`src/rtl/shift_aes_pkg.sv`:
```
// ShiftAES shared definitions: AES S-box, Rcon, MixColumn arithmetic, key
// expansion step, FSM state type and parameter legality check.
// Pure combinational helpers; no latency, no flow control of their own.
package shift_aes_pkg;

    typedef enum logic [1:0] {
        IDLE  = 2'd0,
        ROUND = 2'd1,
        DONE  = 2'd2
    } state_e;

    // Byte 0x00 sits in the top byte; indexed with the complemented value.
    localparam logic [255:0][7:0] SBOX_TAB = {
        128'h637c777bf26b6fc53001672bfed7ab76,
        128'hca82c97dfa5947f0add4a2af9ca472c0,
        128'hb7fd9326363ff7cc34a5e5f171d83115,
        128'h04c723c31896059a071280e2eb27b275,
        128'h09832c1a1b6e5aa0523bd6b329e32f84,
        128'h53d100ed20fcb15b6acbbe394a4c58cf,
        128'hd0efaafb434d338545f9027f503c9fa8,
        128'h51a3408f929d38f5bcb6da2110fff3d2,
        128'hcd0c13ec5f974417c4a77e3d645d1973,
        128'h60814fdc222a908846eeb814de5e0bdb,
        128'he0323a0a4906245cc2d3ac629195e479,
        128'he7c8376d8dd54ea96c56f4ea657aae08,
        128'hba78252e1ca6b4c6e8dd741f4bbd8b8a,
        128'h703eb5664803f60e613557b986c11d9e,
        128'he1f8981169d98e949b1e87e9ce5528df,
        128'h8ca1890dbfe6426841992d0fb054bb16
    };

    function automatic logic [7:0] sbox(input logic [7:0] b);
        return SBOX_TAB[~b];
    endfunction

    function automatic logic [7:0] rcon(input logic [3:0] i);
        case (i)
            4'd1:    return 8'h01;
            4'd2:    return 8'h02;
            4'd3:    return 8'h04;
            4'd4:    return 8'h08;
            4'd5:    return 8'h10;
            4'd6:    return 8'h20;
            4'd7:    return 8'h40;
            4'd8:    return 8'h80;
            4'd9:    return 8'h1b;
            4'd10:   return 8'h36;
            default: return 8'h00;
        endcase
    endfunction

    function automatic logic [7:0] xtime(input logic [7:0] b);
        return {b[6:0], 1'b0} ^ (b[7] ? 8'h1b : 8'h00);
    endfunction

    // Column bytes are ordered row 0 in the top byte.
    function automatic logic [31:0] mix_column(input logic [31:0] col);
        logic [7:0] a0, a1, a2, a3;
        {a0, a1, a2, a3} = col;
        return {xtime(a0) ^ xtime(a1) ^ a1 ^ a2 ^ a3,
                a0 ^ xtime(a1) ^ xtime(a2) ^ a2 ^ a3,
                a0 ^ a1 ^ xtime(a2) ^ xtime(a3) ^ a3,
                xtime(a0) ^ a0 ^ a1 ^ a2 ^ xtime(a3)};
    endfunction

    function automatic logic [31:0] sub_word(input logic [31:0] w);
        return {sbox(w[31:24]), sbox(w[23:16]), sbox(w[15:8]), sbox(w[7:0])};
    endfunction

    // One AES-128 key-schedule step: expanded key i-1 -> expanded key i.
    function automatic logic [127:0] key_expand(input logic [127:0] k, input logic [7:0] rc);
        logic [31:0] t, n0, n1, n2, n3;
        t  = sub_word({k[23:0], k[31:24]}) ^ {rc, 24'h000000};
        n0 = k[127:96] ^ t;
        n1 = k[95:64]  ^ n0;
        n2 = k[63:32]  ^ n1;
        n3 = k[31:0]   ^ n2;
        return {n0, n1, n2, n3};
    endfunction

    function automatic bit params_legal(input int block_w, input int rounds);
        return ((block_w == 64) || (block_w == 128)) && (rounds >= 1) && (rounds <= 10);
    endfunction

endpackage

```
`src/rtl/shift_aes_round.sv`:
```
// One ShiftAES round: SubBytes, ShiftRows, MixColumns (skipped when last_round), AddRoundKey.
// Purely combinational, zero latency; no flow control.
// Ports: state_in/round_key (BLOCK_W), last_round -> state_out (BLOCK_W).
module shift_aes_round
    import shift_aes_pkg::*;
#(
    parameter int BLOCK_W = 64
) (
    input  logic [BLOCK_W-1:0] state_in,
    input  logic [BLOCK_W-1:0] round_key,
    input  logic               last_round,
    output logic [BLOCK_W-1:0] state_out
);

    localparam int COLS = BLOCK_W / 32;

    logic [7:0]         sb [4][COLS];
    logic [BLOCK_W-1:0] mixed;

    // Byte k of the block lives at row k%4, column k/4; byte 0 is the MSB.
    for (genvar c = 0; c < COLS; c++) begin : g_sub_col
        for (genvar r = 0; r < 4; r++) begin : g_sub_row
            assign sb[r][c] = sbox(state_in[BLOCK_W-1-8*(4*c+r) -: 8]);
        end
    end

    // Row r rotates left by r mod COLS, so output column c takes row r
    // from input column (c + r) mod COLS.
    for (genvar c = 0; c < COLS; c++) begin : g_col
        logic [31:0] shifted;
        assign shifted = {sb[0][c % COLS],       sb[1][(c + 1) % COLS],
                          sb[2][(c + 2) % COLS], sb[3][(c + 3) % COLS]};
        assign mixed[BLOCK_W-1-32*c -: 32] = last_round ? shifted : mix_column(shifted);
    end

    assign state_out = mixed ^ round_key;

endmodule

```
`src/rtl/shift_aes_core.sv`:
```
// Iterative ShiftAES engine, one round per clock, AES-128 key expansion on the fly.
// Latency ROUNDS cycles from acceptance to out_valid; one block per ROUNDS+2 cycles.
// Backpressure: holds DONE with ciphertext stable until out_ready; in_ready low while busy.
// Ports: clk, reset_n (async, active-low), in_valid/in_ready + plaintext/key,
//        out_valid/out_ready + ciphertext; abort only when SHIFT_AES_ABORT_EN is defined.
module shift_aes_core
    import shift_aes_pkg::*;
#(
    parameter int BLOCK_W = 64,
    parameter int ROUNDS  = 10
) (
    input  logic               clk,
    input  logic               reset_n,
    input  logic               in_valid,
    output logic               in_ready,
    input  logic [BLOCK_W-1:0] plaintext,
    input  logic [127:0]       key,
`ifdef SHIFT_AES_ABORT_EN
    input  logic               abort,
`endif
    output logic               out_valid,
    input  logic               out_ready,
    output logic [BLOCK_W-1:0] ciphertext
);

    localparam int CNT_W = $clog2(ROUNDS + 1);

    if (!params_legal(BLOCK_W, ROUNDS)) begin : g_bad_params
        $error("shift_aes_core: BLOCK_W must be 64 or 128 and ROUNDS 1..10");
    end

    state_e             state_q, state_d;
    logic [BLOCK_W-1:0] data_q;
    logic [BLOCK_W-1:0] round_out;
    logic [127:0]       key_q;
    logic [127:0]       key_next;
    logic [CNT_W-1:0]   cnt_q;
    logic               last_round;
    logic               abort_now;

`ifdef SHIFT_AES_ABORT_EN
    assign abort_now = abort;
`else
    assign abort_now = 1'b0;
`endif

    assign last_round = (cnt_q == CNT_W'(ROUNDS));
    // Round key for the round being applied is derived from the previous one.
    assign key_next   = key_expand(key_q, rcon(4'(cnt_q)));

    shift_aes_round #(
        .BLOCK_W (BLOCK_W)
    ) u_round (
        .state_in   (data_q),
        .round_key  (key_next[127 -: BLOCK_W]),
        .last_round (last_round),
        .state_out  (round_out)
    );

    always_ff @(posedge clk or negedge reset_n) begin
        if (!reset_n) begin
            state_q <= IDLE;
        end else begin
            state_q <= state_d;
        end
    end

    always_comb begin
        state_d   = state_q;
        in_ready  = 1'b0;
        out_valid = 1'b0;
        case (state_q)
            IDLE: begin
                in_ready = 1'b1;
                if (in_valid) state_d = ROUND;
            end
            ROUND: begin
                if (last_round) state_d = DONE;
            end
            DONE: begin
                out_valid = 1'b1;
                if (out_ready) state_d = IDLE;
            end
            default: state_d = IDLE;
        endcase
        // Abort wins over any in-flight progress but never blocks acceptance.
        if (abort_now && (state_q != IDLE)) state_d = IDLE;
    end

    always_ff @(posedge clk or negedge reset_n) begin
        if (!reset_n) begin
            data_q <= '0;
            key_q  <= '0;
            cnt_q  <= '0;
        end else begin
            case (state_q)
                IDLE: begin
                    if (in_valid) begin
                        data_q <= plaintext ^ key[127 -: BLOCK_W];
                        key_q  <= key;
                        cnt_q  <= CNT_W'(1);
                    end
                end
                ROUND: begin
                    data_q <= round_out;
                    key_q  <= key_next;
                    if (!last_round) cnt_q <= cnt_q + 1'b1;
                end
                default: ;
            endcase
        end
    end

    assign ciphertext = data_q;

endmodule

```
`config.mk`:
```
export PLATFORM = sky130hd
export DESIGN_NAME = shift_aes_core
export DESIGN_NICKNAME = d
export VERILOG_FILES = /design/src/rtl/shift_aes_pkg.sv /design/src/rtl/shift_aes_round.sv /design/src/rtl/shift_aes_core.sv
export SDC_FILE = /design/constraint.sdc
export NUM_CORES = 2
export LEC_CHECK = 0
export CAP_MARGIN = 20
export CELL_PAD_IN_SITES_DETAIL_PLACEMENT = 1
export CELL_PAD_IN_SITES_GLOBAL_PLACEMENT = 1
export CORE_MARGIN = 5
export CORE_UTILIZATION = 48
export CTS_BUF_LIST = sky130_fd_sc_hd__clkbuf_4
export DETAILED_ROUTE_END_ITERATION = 8
export PLACE_DENSITY = 0.92
export SYNTH_ARGS = -nofsm -noshare
export SYNTH_HDL_FRONTEND = slang
export SYNTH_SLANG_ARGS = --single-unit
export TNS_END_PERCENT = 10
```
`constraint.sdc`:
```
create_clock -name clk -period 5.4 [get_ports clk]
set_input_delay 1.08 -clock clk [delete_from_list [all_inputs] [get_ports clk]]
set_output_delay 1.08 -clock clk [all_outputs]
set_load 0.005 [all_outputs]
```
==> qor_table.md <==
| Group | Result | This run |
|:---|:---|:---|
| detailed routing | Number of DRC violations after detailed-routing iteration 0 | 12.73k |
| synth | Cell variety after synth | 125 |
| timing | Setup-failing EPs final | 1 |
| timing | Actual slew at the worst max-slew pin | 1.174 ns |
| synth | Mapped Nets | 8,156 |
| synth | Cell area after technology mapping | 0.05680 mm^2 |
| timing | Final critical path time including I/O delays and setup | 5.607 ns |
| setup path | Worst setup SP type | register |
| global route | Number of antenna violations at the first check in global routing | 11 |
| setup path | Crit path max-delay cell type | xor2_1 |
| cts | Clock Tree Buf Depth | 2 |
| synth | Share of flip-flops with an asynchronous set or reset after synthesis | 100.0% |
| synth | Post-synth EDFFs | 0 |
| placed design | Placer's final routability congestion estimate | 1.064 |
| synth | Most used flip-flop cell after synthesis | dfrtp_1 |
| layout | Most common library cell in the layout ignoring fill and taps | a21oi_1 |
| cts | Clock tree from TritonCTS | built |
| timing | TNS Setup | -0.2073 ns |
| timing | Max Fclk | 0.1783 GHz |
| layout | Proportion of layout cells with a drive suffix above 1 | 12.72% |
| setup path | Largest delay share family, worst path | compound AO/OA/AOI/OAI gates |
| global route | Largest net degree at the start of global routing | 136 |
| placed design | Placement-stage cell area | 0.06007 mm^2 |
| floorplan | Count of boundary I/O pins | 262 |
| cts | Hold-fix buffer count after cts | 0 |
| synth | Seq cells post-synth | 198 |
| detailed routing | Post-route ant nets | 0 |
| outcome | Status | finished, violations left |
| floorplan | # rows | 126 |
| placed design | Post-DP HPWL | 232,800 um |
| cts | Clock transition time at the flip-flop clock pins of the worst setup and hold paths | 0.29 ns |
| layout | Area Overhead vs Synth | 6.347% |
| detailed routing | Total number of vias | 71.32k |
| floorplan | Core footprint | 0.1178 mm^2 |
| synth | Share of synthesized area occupied by flip-flops and latches | 8.724% |
| floorplan | Die outline area | 0.1253 mm^2 |
| setup path | Required time of the worst setup path | 6.12 ns |
| global route | GRT Util Overall | 47.81% |
| synth | Number of warnings printed during yosys synthesis | 0 |
| setup path | Arrival time at the worst endpoint | 6.33 ns |
| global route | GR met3 Demand/Resource | 18.24% |
| timing | Final number of hold-violating endpoints | 0 |
| floorplan | Horiz. Die Dim | 354.0 um |
| timing | Pins Over Slew Limit | 0 |
| hold path | Min-Delay Path Class | in2async |
| global route | Routing usage on met2 | 69.46% |
| timing | Least setup slack across all paths after layout | -0.2073 ns |
| setup path | Crit Path Category | reg2reg |
| detailed routing | Remaining DRCs | 0 |
| setup path | Chain of cells forming the critical path | inv_1 -> ha_1 -> buf_4 -> and2b_1 -> o311ai_0 -> a21oi_1 -> a221o_1 -> and3_1 -> xnor2_2 -> xnor2_1 -> xnor2_1 -> o21ai_1 -> xor2_1 -> o221ai_1 |
| cts | Clock root cell | clkbuf_4 |
| layout | Finished Cell Area | 0.06040 mm^2 |
| setup path | Cell with the most instances on the worst path | xnor2_1 |
| synth | Avg Cell Area, Syn | 7.308 um^2 |
| timing | RSZ-0062 raised after global routing | no |
| timing | Share of the cycle needed by the critical path after routing | 103.8% |
| detailed routing | Routed len/inst | 35.18 um |
| layout | Nets | 7,886 |
| setup path | Worst-path fanout max | 14 |
| outcome | Failing checks | setup timing |
| timing | Worst slew margin relative to its limit | 21.37% |
| layout | Finished Core Util | 51.29% |
| cts | Number of sinks on the clock net | 198 |
| synth | Cell count after synthesis | 7,772 |
| cts | Num CTS Buffers | 17 |
| setup path | Stage delay of the slowest cell on the critical path | 0.66 ns |
| global route | Vias in the first global route | 68.05k |
| cts | H-tree levels | 4 |
| global route | Grt ovf | 0 |
| flow run | Number of max-capacitance violations reported | 0 |
| cts | Number of buffers added for setup after CTS | 0 |
| detailed routing | Detailed-router iteration count before antenna repair | 8 |
| setup path | Slack of the worst reg-to-reg path | -0.21 ns |
| cts | Clock latency reported for the late side of the worst-skew pair | 0.87 ns |
| timing | Final setup skew | 0.09001 ns |
| global route | Wire length of the first global-routing pass | 464,500 um |
| detailed routing | Detail-routed via count per cell | 7.869 |
| floorplan | Initial core utilization | 48.23% |
| floorplan | Die Y | 354.0 um |
| placed design | Port Buffer Count | 261 |
| global route | Met1 Track Usage GR | 61.31% |
| detailed routing | Routed Wire Length | 318,800 um |
| setup path | Type of destination of the critical path | register |
| layout | Most frequent cells in the layout | 666 x a21oi_1, 602 x nand2_1, 576 x o21ai_0 |
| setup path | Critical path buffer and inverter count | 2 |
| global route | Most heavily used metal layer in global routing | met2 |
==> sequential cells by signal, indices dropped and copies added (netlist names) <==
| name | flops |
|---|---|
| key_q | 128 |
| ciphertext | 64 |
| cnt_q | 4 |
| state_q | 2 |
==> metrics by stage <==
step | hold WS (ns) | setup slack (ns) | instances
finish | 0.1527 | -0.2073 | 9063
floorplan | 0.4692 | 0.8883 | 7772
global route | 0.1878 | 0.01258 | 9054
detailed placement | 0.5182 | -0.003799 | 9019
global placement | 0.4836 | -0.08124 | 9018
CTS | 0.1618 | 0.1757 | 9051
==> cell type report <==
type | instances | area [um^2]
antenna | 12 | 30.03
clock buffer | 19 | 142.6
clock inverter | 13 | 157.7
fill | 14810 | 57360
inverter | 143 | 541.8
multi-input combinational | 6496 | 46740
sequential | 198 | 5042
tap | 1536 | 1922
timing repair buffer | 646 | 5822
==> cells in the mapped netlist, types with 187 or more instances <==
cell type / instances / area [um^2]
clkbuf_1: 425 / 1595
nor2_1: 492 / 1847
a31oi_1: 187 / 1170
nor2b_1: 205 / 1282
dfrtp_1: 198 / 4955
nand3_1: 249 / 1246
nor3_1: 250 / 1251
a21oi_1: 666 / 3333
mux4_2: 226 / 5090
xnor2_1: 282 / 2470
o21ai_0: 577 / 2888
nand2_1: 604 / 2267
nand2b_1: 230 / 1439
buf_2: 306 / 1531
==> routing by layer <==
metal  vias up  routed length, um
met5         -                 33
met4         4              22710
met3      1442              49500
met2      6286             130100
met1     34730             116500
li1      28850                  -
==> worst register-to-register path, cell delays in order, from the launching register on <==
cell and delay, ns:
dfrtp_1 0.44, inv_1 0.53, ha_1 0.27, buf_4 0.23
and2b_1 0.34, o311ai_0 0.63, a21oi_1 0.15, a221o_1 0.38
and3_1 0.39, xnor2_2 0.44, xnor2_1 0.16, xnor2_1 0.18
o21ai_1 0.48, xor2_1 0.66, o221ai_1 0.24
==> cell families (layout without fill, tap and decap cells) <==
family                     Yosys count  after routing  synth area share [%]
AOI/OAI and AO/OA                 2973           2973                 35.42
and+or+nand+nor                   2426           2426                 21.17
buffers and inverters             1078            821                 9.067
xor gates and xnor gates           498            498                 9.036
muxes                              411            411                 12.42
DFF                                198            198                 8.724
adders and majority gates          188            188                 4.168
other                                0             12                     0
==> path summary, 6_finish.rpt <==
kind | start | cells past startpoint | to
max reg2reg | ciphertext[32] | 14 | ciphertext[0]
min reg2reg | key_q[126] | 1 | key_q[126]
min in group clk | key_q[126] | 1 | key_q[126]
min | reset_n | 1 | key_q[97]
max | ciphertext[32] | 14 | ciphertext[0]
max in group asynchronous | reset_n | 2 | ciphertext[35]
==> what timing repair did <==
item,CTS,global route
hold endpoints to repair,0,0
gates resized for setup,1,0
endpoints found under the setup margin,1,0
Power is not shown: default switching activity piles up to over one toggle a cycle in this logic, so the estimate is an artifact.
